$ cat config.mk
export PLATFORM = sky130hd
export DESIGN_NAME = dense_fc_layer
export DESIGN_NICKNAME = d
export VERILOG_FILES = /design/src/rtl/nn_fxp_pkg.sv /design/src/rtl/fxp_mac.sv /design/src/rtl/dense_fc_layer.sv
export SDC_FILE = /design/constraint.sdc
export NUM_CORES = 1
export LEC_CHECK = 0
export CORE_MARGIN = 4
export CORE_UTILIZATION = 50
export CTS_BUF_LIST = sky130_fd_sc_hd__clkbuf_8
export DETAILED_ROUTE_END_ITERATION = 16
export PLACE_DENSITY = 0.71
export SLEW_MARGIN = 15
export SYNTH_ARGS = -nofsm -noshare
export SYNTH_HDL_FRONTEND = slang
export SYNTH_SLANG_ARGS = --single-unit
$ cat constraint.sdc
create_clock -name clk -period 15 [get_ports clk]
set_input_delay 4.5 -clock clk [delete_from_list [all_inputs] [get_ports clk]]
set_output_delay 4.5 -clock clk [all_outputs]
set_load 0.03 [all_outputs]
$ cat src/rtl/nn_fxp_pkg.sv
// Shared fixed-point definitions for the neural-network inference blocks.
package nn_fxp_pkg;

  localparam int unsigned W_DEF    = 16;
  localparam int unsigned FRAC_DEF = 8;
  localparam int unsigned SR_W     = 64;

  // Most negative representable value; argmax seeds its running max with it.
  localparam logic signed [W_DEF-1:0] VERY_NEG = {1'b1, {(W_DEF-1){1'b0}}};

  typedef enum logic [2:0] {
    ST_IDLE,
    ST_MAC,
    ST_LAST,
    ST_WRITE,
    ST_DONE
  } fc_state_e;

  // Accumulator width that cannot overflow for n_in products of two w-bit values plus a bias.
  function automatic int unsigned acc_width(input int unsigned w, input int unsigned n_in);
    return 2 * w + $clog2(n_in) + 1;
  endfunction

  // Round half-up from Q.2FRAC down to Q.FRAC, then clamp to a signed w-bit range.
  function automatic logic signed [SR_W-1:0] sat_round(input logic signed [SR_W-1:0] acc,
                                                       input int unsigned w,
                                                       input int unsigned frac);
    logic signed [SR_W-1:0] r;
    logic signed [SR_W-1:0] hi;
    logic signed [SR_W-1:0] lo;
    r = acc;
    if (frac > 0) r = (acc + (64'sd1 <<< (frac - 1))) >>> frac;
    hi = (64'sd1 <<< (w - 1)) - 64'sd1;
    lo = -(64'sd1 <<< (w - 1));
    if (r > hi) return hi;
    if (r < lo) return lo;
    return r;
  endfunction

endpackage

$ cat src/rtl/fxp_mac.sv
// Registered signed multiply-accumulate with a bias-seeded first term.
module fxp_mac
  import nn_fxp_pkg::*;
#(
  parameter int unsigned W     = W_DEF,
  parameter int unsigned FRAC  = FRAC_DEF,
  parameter int unsigned N_IN  = 8,
  localparam int unsigned ACC_W = acc_width(W, N_IN)
) (
  input  logic                    clk,
  input  logic                    rst,
  input  logic                    load,
  input  logic                    en,
  input  logic signed [W-1:0]     x,
  input  logic signed [W-1:0]     w,
  input  logic signed [W-1:0]     b,
  output logic signed [ACC_W-1:0] acc,
  output logic signed [W-1:0]     y_c
);

  logic signed [2*W-1:0]   prod;
  logic signed [ACC_W-1:0] prod_ext;
  logic signed [ACC_W-1:0] bias_ext;
  logic signed [ACC_W-1:0] acc_d;

  assign prod     = x * w;
  assign prod_ext = $signed({{(ACC_W-2*W){prod[2*W-1]}}, prod});
  assign bias_ext = $signed({{(ACC_W-W){b[W-1]}}, b}) <<< FRAC;

  // Value the accumulator takes if this cycle consumes a product.
  always_comb begin
    acc_d = acc;
    if (load) acc_d = bias_ext + prod_ext;
    else      acc_d = acc + prod_ext;
  end

  // Rounded/saturated view of the post-update sum, so the result can be captured
  // in the same edge that folds in the final product.
  assign y_c = W'(sat_round(SR_W'(acc_d), W, FRAC));

  // Accumulator register.
  always_ff @(posedge clk) begin
    if (rst)     acc <= '0;
    else if (en) acc <= acc_d;
  end

endmodule

$ cat src/rtl/dense_fc_layer.sv
// Fully connected layer: y[o] = sat(round(b[o] + sum_i w[o][i]*x[i])), written to Y RAM.
module dense_fc_layer
  import nn_fxp_pkg::*;
#(
  parameter int unsigned N_IN  = 8,
  parameter int unsigned N_OUT = 4,
  parameter int unsigned W     = W_DEF,
  parameter int unsigned FRAC  = FRAC_DEF,
  parameter int unsigned X_AW  = 3,
  parameter int unsigned WT_AW = 5,
  parameter int unsigned Y_AW  = 2
) (
  input  logic             clk,
  input  logic             rst,
  input  logic             start,
  output logic             busy,
  output logic             done,
  output logic             x_cs,
  output logic [X_AW-1:0]  x_addr,
  input  logic [W-1:0]     x_dout,
  output logic             wt_cs,
  output logic [WT_AW-1:0] wt_addr,
  input  logic [W-1:0]     wt_dout,
  output logic             b_cs,
  output logic [Y_AW-1:0]  b_addr,
  input  logic [W-1:0]     b_dout,
  output logic             y_cs,
  output logic             y_we,
  output logic [Y_AW-1:0]  y_addr,
  output logic [W-1:0]     y_din
);

  localparam int unsigned I_W       = (N_IN > 1) ? $clog2(N_IN) : 1;
  localparam int unsigned ACC_W     = acc_width(W, N_IN);
  localparam bit          SINGLE_IN = (N_IN == 1);

  fc_state_e        state, state_nx;
  logic [I_W-1:0]   i, i_nx;
  logic [Y_AW-1:0]  o, o_nx;

  logic             busy_nx, done_nx;
  logic             x_cs_nx, wt_cs_nx, b_cs_nx, y_cs_nx, y_we_nx;
  logic [X_AW-1:0]  x_addr_nx;
  logic [WT_AW-1:0] wt_addr_nx;
  logic [Y_AW-1:0]  b_addr_nx, y_addr_nx;
  logic [W-1:0]     y_din_nx;

  logic                    mac_en, mac_load;
  logic signed [W-1:0]     mac_y;
  logic signed [ACC_W-1:0] mac_acc_unused;

  fxp_mac #(
    .W    (W),
    .FRAC (FRAC),
    .N_IN (N_IN)
  ) u_mac (
    .clk  (clk),
    .rst  (rst),
    .load (mac_load),
    .en   (mac_en),
    .x    (x_dout),
    .w    (wt_dout),
    .b    (b_dout),
    .acc  (mac_acc_unused),
    .y_c  (mac_y)
  );

  // State and loop counters.
  always_ff @(posedge clk) begin
    if (rst) begin
      state <= ST_IDLE;
      i     <= '0;
      o     <= '0;
    end else begin
      state <= state_nx;
      i     <= i_nx;
      o     <= o_nx;
    end
  end

  // Next state, counters, and next values of the registered memory-port outputs.
  always_comb begin
    state_nx = state;
    i_nx     = i;
    o_nx     = o;

    case (state)
      ST_IDLE: begin
        if (start) begin
          state_nx = ST_MAC;
          i_nx     = '0;
          o_nx     = '0;
        end
      end
      ST_MAC: begin
        if (i == I_W'(N_IN - 1)) state_nx = ST_LAST;
        else                     i_nx     = i + I_W'(1);
      end
      ST_LAST:  state_nx = ST_WRITE;
      ST_WRITE: begin
        if (o == Y_AW'(N_OUT - 1)) begin
          state_nx = ST_DONE;
        end else begin
          state_nx = ST_MAC;
          o_nx     = o + Y_AW'(1);
          i_nx     = '0;
        end
      end
      ST_DONE:  state_nx = ST_IDLE;
      default:  state_nx = ST_IDLE;
    endcase

    // Read data returned for i-1 is consumed in MAC (i>0) and in LAST.
    mac_en   = (state == ST_MAC && i != '0) || (state == ST_LAST);
    mac_load = (state == ST_MAC && i == I_W'(1)) || (state == ST_LAST && SINGLE_IN);

    // Outputs are registered, so they are derived from the state being entered.
    busy_nx    = (state_nx != ST_IDLE);
    done_nx    = (state_nx == ST_DONE);
    x_cs_nx    = (state_nx == ST_MAC);
    wt_cs_nx   = (state_nx == ST_MAC);
    b_cs_nx    = (state_nx == ST_MAC) && (i_nx == '0);
    y_cs_nx    = (state_nx == ST_WRITE);
    y_we_nx    = (state_nx == ST_WRITE);

    x_addr_nx  = x_cs_nx ? X_AW'(i_nx) : x_addr;
    b_addr_nx  = b_cs_nx ? o_nx : b_addr;
    y_addr_nx  = y_cs_nx ? o_nx : y_addr;
    y_din_nx   = y_cs_nx ? mac_y : y_din;

    // Weight address walks o*N_IN+i linearly across the whole run.
    wt_addr_nx = wt_addr;
    if (wt_cs_nx) wt_addr_nx = (state == ST_IDLE) ? '0 : wt_addr + WT_AW'(1);
  end

  // Registered control and memory-port outputs.
  always_ff @(posedge clk) begin
    if (rst) begin
      busy    <= 1'b0;
      done    <= 1'b0;
      x_cs    <= 1'b0;
      wt_cs   <= 1'b0;
      b_cs    <= 1'b0;
      y_cs    <= 1'b0;
      y_we    <= 1'b0;
      x_addr  <= '0;
      wt_addr <= '0;
      b_addr  <= '0;
      y_addr  <= '0;
      y_din   <= '0;
    end else begin
      busy    <= busy_nx;
      done    <= done_nx;
      x_cs    <= x_cs_nx;
      wt_cs   <= wt_cs_nx;
      b_cs    <= b_cs_nx;
      y_cs    <= y_cs_nx;
      y_we    <= y_we_nx;
      x_addr  <= x_addr_nx;
      wt_addr <= wt_addr_nx;
      b_addr  <= b_addr_nx;
      y_addr  <= y_addr_nx;
      y_din   <= y_din_nx;
    end
  end

endmodule

# [After elaboration in Yosys (flattened, before gate mapping)]
# Index checks and enable logic that the tools add are counted.
# Widths: inputs -> output; s select.
[word_totals] inputBits=51 n_memories=0 latchBits=0 rom_bits=0 wordCells=60 ramBits=0 regBits=77
[classes] n_div=0 eq_ne=9 order_cmp=2 bitwise=0 n_addsub=6 n_mux=20 n_reduce_logical=8 multipliers=1 shifts=0
[op_table] op="$mux 16" count=4
[op_table] op="$add 36x9->37 const B" count=1
[op_table] op="$add 36x32->36" count=1
[op_table] op="$mux 36" count=1
[op_table] op="$add 24x32->33" count=1
[op_table] op="$mul 16x16->32" count=1
[op_table] op="$gt 29x16->1 const B" count=1
[op_table] op="$lt 29x16->1 const B" count=1
[op_table] op="$mux 3" count=6
[op_table] op="$pmux 3 s4" count=1
[op_table] op="$eq 3x1->1 const B" count=3
[op_table] op="$eq 3x2->1 const B" count=3
[op_table] op="$pmux 3 s3" count=1
[op_table] op="$eq 3x3->1 const B" count=2
[op_table] op="$logic_not 3->1" count=2
[op_table] op="$reduce_bool 3->1" count=2
[op_table] op="$add 5x1->5 const B" count=1
[op_table] op="$mux 5" count=1
[op_table] op="$mux 2" count=2
[op_table] op="$pmux 2 s2" count=1
[op_table] op="$add 3x1->3 const B" count=1
[op_table] op="$logic_and 1x1->1" count=3
[op_table] op="$mux 1" count=3
[op_table] op="$add 2x1->2 const B" count=1
[op_table] op="2 further kinds" count=2

# [Depth between registers and ports, before layout]
# Gate-level depths: netlist (run 1).
[logic_depth] ltp_word=9 mapped_depth=40 mapped_depth_nobuf=38

# [By module]
# From an unflattened synthesis (run 1), not the netlist that was laid out.
[unflattened] hier_cells=2089 area_unflattened_um2=17499.3
[modules_own_cells] module="fxp_mac" cells_each=1894 n_inst=1 area_each_um2=15795.1 seq_area_each_um2=720.7
[modules_own_cells] module="dense_fc_layer" cells_each=195 n_inst=1 area_each_um2=1704.1 seq_area_each_um2=820.8

# [Worst setup path before layout (run 1)]
# Ideal clock, no wire load.
[synth_path] path_kind="input to register" startpoint="input port wt_dout[6]" endpoint="register y_din[5]" path_stages=38 path_buffers=4 path_slack_ps=1635 setup_time_ps=133 arrival_ps=13232 path_cell_list="clkbuf_1 -> and2_1 -> fa_1 -> inv_1 -> fa_1 -> inv_1 -> ha_1 -> fa_1 -> inv_1 -> fa_1 -> fa_1 -> inv_1 -> ha_1 -> inv_1 -> o21bai_1 -> a211o_1 -> a2111oi_0 -> nor2_1 -> [... 2 more ...] -> xnor2_1 -> ha_1 -> clkbuf_1 -> a21oi_1 -> o31ai_1 -> or2_1 -> o211a_1 -> o21a_1 -> or4_1 -> a211oi_2 -> nor3b_4 -> buf_2 -> o21a_1 -> nor3_1 -> o211a_1 -> a21oi_1 -> buf_2 -> o32ai_1"
[synth_between] elab_chain_cells=9
[synth_lines] item="start: declaration" line="dense_fc_layer.sv:23" source="input logic [W-1:0] wt_dout,"
[synth_lines] item="$mul 16x16->32 (*)" line="fxp_mac.sv:26" source="assign prod = x * w;"
[synth_lines] item="$add 36x32->36 / $add 24x32->33 (equally long branches)" line="fxp_mac.sv:34, fxp_mac.sv:33"
[synth_lines] item="$mux 36 (*)" line="fxp_mac.sv:33" source="if (load) acc_d = bias_ext + prod_ext;"
[synth_lines] item="$add 36x9->37 (*)" line="nn_fxp_pkg.sv:32" source="if (frac > 0) r = (acc + (64'sd1 <<< (frac - 1))) >>> frac;"
[synth_lines] item="$lt 29x16->1" line="nn_fxp_pkg.sv:36" source="if (r < lo) return lo;"
[synth_lines] item="$mux 1 (2 in a row)" line="nn_fxp_pkg.sv:36"
[synth_lines] item="$mux 16" line="nn_fxp_pkg.sv:37" source="return r;"
[synth_lines] item="$mux 16 (*)" line="nn_fxp_pkg.sv:36"
[synth_lines] item="end signal: assignment" line="dense_fc_layer.sv:163" source="y_din <= y_din_nx;"
[synth_lines] item="end: declaration" line="dense_fc_layer.sv:30" source="output logic [W-1:0] y_din"
# Mark *: on every way between the ends. The rest lies on a longest branch, timed or not. The select of a mux whose other input is x is not followed.
# A chain may end at the register's enable or synchronous reset.

# [Final worst setup path (run 1)]
[layout_path] startpoint="input port x_dout[4]" endpoint="register y_din[12]"
[layout_between] elab_chain_cells=9
[layout_lines] item="start: declaration" line="dense_fc_layer.sv:20" source="input logic [W-1:0] x_dout,"
[layout_lines] item="$mul 16x16->32 (*)" line="fxp_mac.sv:26"
[layout_lines] item="$add 36x32->36 / $add 24x32->33 (equally long branches)" line="fxp_mac.sv:34, fxp_mac.sv:33"
[layout_lines] item="$mux 36 (*)" line="fxp_mac.sv:33"
[layout_lines] item="$add 36x9->37 (*)" line="nn_fxp_pkg.sv:32"
[layout_lines] item="$lt 29x16->1" line="nn_fxp_pkg.sv:36"
[layout_lines] item="$mux 1 (2 in a row)" line="nn_fxp_pkg.sv:36"
[layout_lines] item="$mux 16" line="nn_fxp_pkg.sv:37"
[layout_lines] item="$mux 16 (*)" line="nn_fxp_pkg.sv:36"
# Marks and branches as above.

==> flow_metrics.tcl, run 1 <==
set metrics [dict create \
    grt_antenna_before_repair 0 \
    post-route-drc-count 0 \
    final_layout_size_suffix_gt1_frac 0.0384 \
    synth_edf_count 0 \
    syn_nets 2561 \
    fin_skew_ns 0.0285 \
    h-tree-depth 3 \
    syn2layout_area_growth_pct 9.37 \
    synth_cell_types 83 \
    cp.required_ns 15.23 \
    die_h_um 194 \
    first_iter_violations 888 \
    drtPass1Iterations 5 \
    cts.clk_slew.worst_paths_ns 0.12 \
    drt-vias-per-instance 5.63 \
    synthFlopType "dfxtp_1" \
    fp-row-count 67 \
    hold_viol_final 0 \
    wl_per_cell_um 16.8 \
    yosys_warnings 0 \
    drtAntennaViolNets 0 \
    crit_path_max_incr_delay_ns 0.78 \
    hold_path_class "reg -> reg" \
    initial_core_util 0.511 \
    netlist_area_um2 17300 \
    synth.top_cell.area_share 0.305 \
    setup_viol 0 \
    syn_avg_cell_area_um2 8.24 \
    n_antenna_cell 0 \
    dp_hpwl_um 36200 \
    drv_slew 0 \
    crit_path_max_fanout 16 \
    tightest_slew_ns 1.10 \
    cts_buffers 9 \
    grt_overflow 0 \
    min_period_ns 14.39 \
    n_fill_cell 3088 \
    synthArstFlopShare 0 \
    dieArea_um2 37700 \
    routed_wl_um 43800 \
    netlist_instances 2100 \
    cts_hold_buf 0 \
    fin_nets 2619 \
    cap_violations 0 \
    clockBufferDepth 2 \
    portBuffers 85 \
    synth-seq-cells 77 \
    cp.arrival_ns 14.62 \
    slew_headroom 0.263 \
    yosysMostFrequentCell "inv_1" \
    yosys-top-cells-area "fa_1, ha_1, dfxtp_1, inv_1, and2_1" \
    via_count 14700 \
    yosysSeqAreaShare 0.0890 \
    clock-root-buffer "clkbuf_8" \
    pin_count 86 \
    critPathKind "in -> reg" \
    grt_first_pass_wirelength_um 75900 \
    core_area_um2 33900 \
    cts_sinks 77 \
    start_kind "input pin" \
    outcome "finished clean" \
    fmax_ghz 0.0695 \
    grt_start_max_net_pins 56 \
    timing.hold.ws_ns 0.471 \
    synth_area_leader_cell "fa_1" \
    die_w_um 194 \
    clock_latency_ns 0.38 \
    grt_pass1_vias 15200 \
    endpoint_kind "flop" \
    grt_usage 0.237 \
    synth_commonest_cells "inv_1, fa_1, nand2_1, ha_1, nor2_1" \
    fin_crit_sh 0.959 \
    cts_tree "yes" \
    crit_slowest_cell "clkdlybuf4s50_1" \
    place.gp.congestion 0.921 \
]
final timing paths:
check	depth (start not counted)	slack [ns]	start	end
setup / recovery	37	0.61	x_dout[4]	y_din[12]$_SDFFE_PP0P_
hold / removal	2	0.47	u_mac.acc[2]$_SDFFE_PP0P_	u_mac.acc[2]$_SDFFE_PP0P_
setup reg to reg	16	10.06	u_mac.acc[0]$_SDFFE_PP0P_	y_din[12]$_SDFFE_PP0P_
hold reg to reg	2	0.47	u_mac.acc[2]$_SDFFE_PP0P_	u_mac.acc[2]$_SDFFE_PP0P_
flip-flops by register name (all words and copies together) (netlist names):
signal     cells
b_addr         2
b_cs           1
busy           1
done           1
i              3
o              2
state          3
u_mac.acc     36
wt_addr        5
wt_cs          1
x_addr         3
y_addr         2
y_din         16
y_we           1
what timing repair did:
item	CTS	global route
resized for setup	0	4
buffers inserted	0	1
endpoints found under the setup margin	0	16
worst max-delay path, delay by kind of cell:
family	cells	cell delay (ns)
fa+ha+maj	8	3.51
compound gates	13	2.78
xor+xnor	1	0.20
buf+inv	8	1.43
simple gates	7	2.19
through the flow:
stage          setup WS (ns)   util  setup TNS [ns]  area, um2  std cells
2_1_floorplan           1.63      -               0      17300       2100
3_3_place_gp           0.207  0.552               0      18700       2594
3_5_place_dp          0.0201  0.552               0      18700       2594
4_1_cts                0.369  0.558               0      18900       2610
5_1_grt              -0.0113  0.559         -0.0224      18900       2611
6_report               0.608  0.559               0      18900       2611
kinds of logic (layout without fill, tap and decap cells):
kind of cell / after synthesis / count (layout) / share of synthesized area
AO/OA/AOI/OAI: 406 / 406 / 0.157
adder cells (fa/ha/maj): 410 / 410 / 0.411
AND/OR/NAND/NOR: 671 / 671 / 0.194
buffers and inverters: 434 / 497 / 0.0959
XOR/XNOR: 85 / 85 / 0.0438
flip-flops: 77 / 77 / 0.0890
multiplexers: 17 / 17 / 0.00990
area by class of cell:
type	count	area, um2	area share
Timing Repair Buffer	124	1160	0.0612
Inverter	357	1340	0.0708
Clock buffer	9	124	0.00654
Tap cell	448	561	0.0296
Sequential cell	77	1540	0.0814
Clock inverter	7	86.3	0.00456
Multi-Input combinational cell	1589	14100	0.746
cells in the final DEF (no fill, tap or decap), types with 16 or more instances in the layout:
master and count:
xor2_1 21, nor2_1 139, nand2b_1 31, o32ai_1 16, o21a_1 24, and2_1 134
mux2i_1 16, xnor2_1 63, a211oi_1 35, clkdlybuf4s50_1 81, nand2_1 207, inv_1 356
dfxtp_1 77, ha_1 146, fa_1 264, o211ai_1 17, nand3_1 20, buf_4 38
a21oi_1 115, a21o_1 27, o21ai_0 63, nor3_1 47
routing by layer:
layer | global-route usage | vias to the layer above | routed length, um
li1 | - | 6986 | -
met1 | 0.334 | 7193 | 19800
met2 | 0.398 | 479 | 20700
met3 | 0.0304 | 53 | 2540
met4 | 0.0427 | 0 | 743
met5 | 0 | - | 0
Power of run 1 is left out: the tool's default activity adds up to more than one toggle a clock period on the data nets, which glitch-free logic cannot reach.
==> run 2, diff against run 1 <==
--- a/config.mk
+++ b/config.mk
@@ -6,10 +6,10 @@
 export NUM_CORES = 1
 export LEC_CHECK = 0
 export CORE_MARGIN = 4
-export CORE_UTILIZATION = 50
+export CORE_UTILIZATION = 34
 export CTS_BUF_LIST = sky130_fd_sc_hd__clkbuf_8
 export DETAILED_ROUTE_END_ITERATION = 16
-export PLACE_DENSITY = 0.71
+export PLACE_DENSITY = 0.53
 export SLEW_MARGIN = 15
 export SYNTH_ARGS = -nofsm -noshare
 export SYNTH_HDL_FRONTEND = slang
==> constraint.sdc (replaced) <==
create_clock -name clk -period 18.65 [get_ports clk]
set_input_delay 5.595 -clock clk [delete_from_list [all_inputs] [get_ports clk]]
set_output_delay 5.595 -clock clk [all_outputs]
set_load 0.03 [all_outputs]
==> run 2 against run 1 <==
  * Critical path depth is 2 lower
  * Die area is 45% higher
  * Largest cell class unchanged
  * Clock-buffer cell count is 1 higher
  * Clock skew is 0.0081 ns lower
  * Cell count is 7.2% higher
  * Hold slack hardly changed
  * Register-to-register slack better by 3.1 ns
  * Setup slack better by 1.5 ns
  * Final area hardly changed
  * Sequential share of layout area hardly changed
  * Global-route usage is 6.1 points lower
  * Sequential cell count stayed put
  * Highest routed layer is now met5
==> flow_metrics.tcl, run 2 (synthesis gave the netlist of run 1 again) <==
set metrics [dict create \
    post-route-drc-count 0 \
    worstHoldPathCells 2 \
    grt_start_max_net_pins 56 \
    ff2ff_setup_slack_ns 13.15 \
    grt_overflow 0 \
    via_count 14200 \
    min_from "x_addr[1]$_SDFFE_PP0P_" \
    drtPass1Iterations 5 \
    clock_latency_ns 0.39 \
    grt_pass1_vias 14700 \
    n_antenna_cell 0 \
    critPathKind "in -> reg" \
    fmax_ghz 0.0605 \
    cap_violations 0 \
    portBuffers 85 \
    dp_hpwl_um 38000 \
    cts_hold_buf 0 \
    fp-row-count 82 \
    pin_count 86 \
    slew_headroom 0.336 \
    endpoint_kind "flop" \
    outcome "finished clean" \
    final_common_cell "inv_1" \
    top_register "u_mac.acc" \
    drtAntennaViolNets 0 \
    h-tree-depth 3 \
    largest_reg_flops 36 \
    reg2regPathDepth 15 \
    min_period_ns 16.52 \
    rsz0062_at_grt "false" \
    initial_core_util 0.344 \
    die_w_um 234 \
    crit_path_max_incr_delay_ns 0.78 \
    wl_per_cell_um 16.5 \
    fin_nets 2584 \
    cts_resized 0 \
    n_fill_cell 5242 \
    clock-root-buffer "clkbuf_8" \
    syn2layout_area_growth_pct 9.36 \
    cts.clk_slew.worst_paths_ns 0.09 \
    hold_viol_final 0 \
    grt_first_pass_wirelength_um 78200 \
    final_layout_size_suffix_gt1_frac 0.0226 \
    first_iter_violations 757 \
    rr_startpoint "u_mac.acc[0]$_SDFFE_PP0P_" \
    tns_ns 0 \
    cts_setup_buffers 0 \
    fin_skew_ns 0.0205 \
    dieArea_um2 54600 \
    grt_antenna_before_repair 2 \
    reg2reg_to "y_din[13]$_SDFFE_PP0P_" \
    hold_path_class "reg -> reg" \
    holdPathEnd "x_addr[1]$_SDFFE_PP0P_" \
    cts_sinks 77 \
    clockBufferDepth 2 \
    crit_path_max_fanout 16 \
    drv_slew 0 \
    cp.arrival_ns 16.74 \
    mostFrequentLayoutCells "inv_1, fa_1, nand2_1" \
    routed_wl_um 46300 \
    crit_slowest_cell "clkdlybuf4s50_1" \
    grt_usage 0.176 \
    fin_crit_sh 0.886 \
    cts_tree "yes" \
    start_kind "input pin" \
    reg_top3 "u_mac.acc (36), y_din (16), wt_addr (5)" \
    tightest_slew_ns 0.993 \
    setup_viol 0 \
    die_h_um 234 \
    cp.required_ns 18.87 \
    place.gp.congestion 0.869 \
    drt-vias-per-instance 5.08 \
    cts_buffers 9 \
    core_area_um2 50300 \
]
run 2: cell type report:
class / count / area, um2 / area share
Clock inverter: 6 / 68.8 / 0.00363
Clock buffer: 10 / 138 / 0.00727
Inverter: 357 / 1340 / 0.0708
Timing Repair Buffer: 89 / 876 / 0.0463
Tap cell: 672 / 841 / 0.0444
Multi-Input combinational cell: 1589 / 14100 / 0.746
Sequential cell: 77 / 1540 / 0.0814
run 2: metrics by stage:
step                      area, um2  setup WS [ns]   util  std cells  hold WS (ns)
after floorplan               17300           4.19      -       2100         0.436
after global placement        18700           1.98  0.372       2784         0.448
after detailed placement      18700           1.78  0.372       2784         0.455
after CTS                     18900           2.11  0.376       2800         0.473
after global routing          18900           1.42  0.377       2800         0.502
final                         18900           2.13  0.377       2800         0.472
run 2: critical path: cells and delay by family:
kind / cells / cell delay, ns
buffers and inverters: 6 / 1.06
AO/OA/AOI/OAI: 11 / 2.88
adder cells (fa/ha/maj): 8 / 3.57
AND/OR/NAND/NOR: 9 / 3.40
XOR/XNOR: 1 / 0.22
run 2: worst max path at each step:
stage                           from                endpoint  slack [ns]
final                      x_dout[1]  y_din[13]$_SDFFE_PP0P_        2.13
after global routing       x_dout[1]   y_din[9]$_SDFFE_PP0P_        1.42
after CTS                  x_dout[1]  y_din[13]$_SDFFE_PP0P_        2.11
after detailed placement   x_dout[1]   y_din[3]$_SDFFE_PP0P_        1.78
after global placement     x_dout[1]   y_din[8]$_SDFFE_PP0P_        1.98
after floorplan           wt_dout[6]   y_din[5]$_SDFFE_PP0P_        4.19
run 2: routing by layer:
layer | share of wire | GRT usage | up-vias | wire length, um
met3 | 0.040 | 0.0207 | 42 | 1870
met1 | 0.50 | 0.258 | 6971 | 22900
met2 | 0.45 | 0.280 | 273 | 20900
met4 | 0.013 | 0.0314 | 4 | 586
met5 | 0.00052 | 0 | - | 24
li1 | - | - | 6928 | -
Power of run 2 is left out for the same reason.
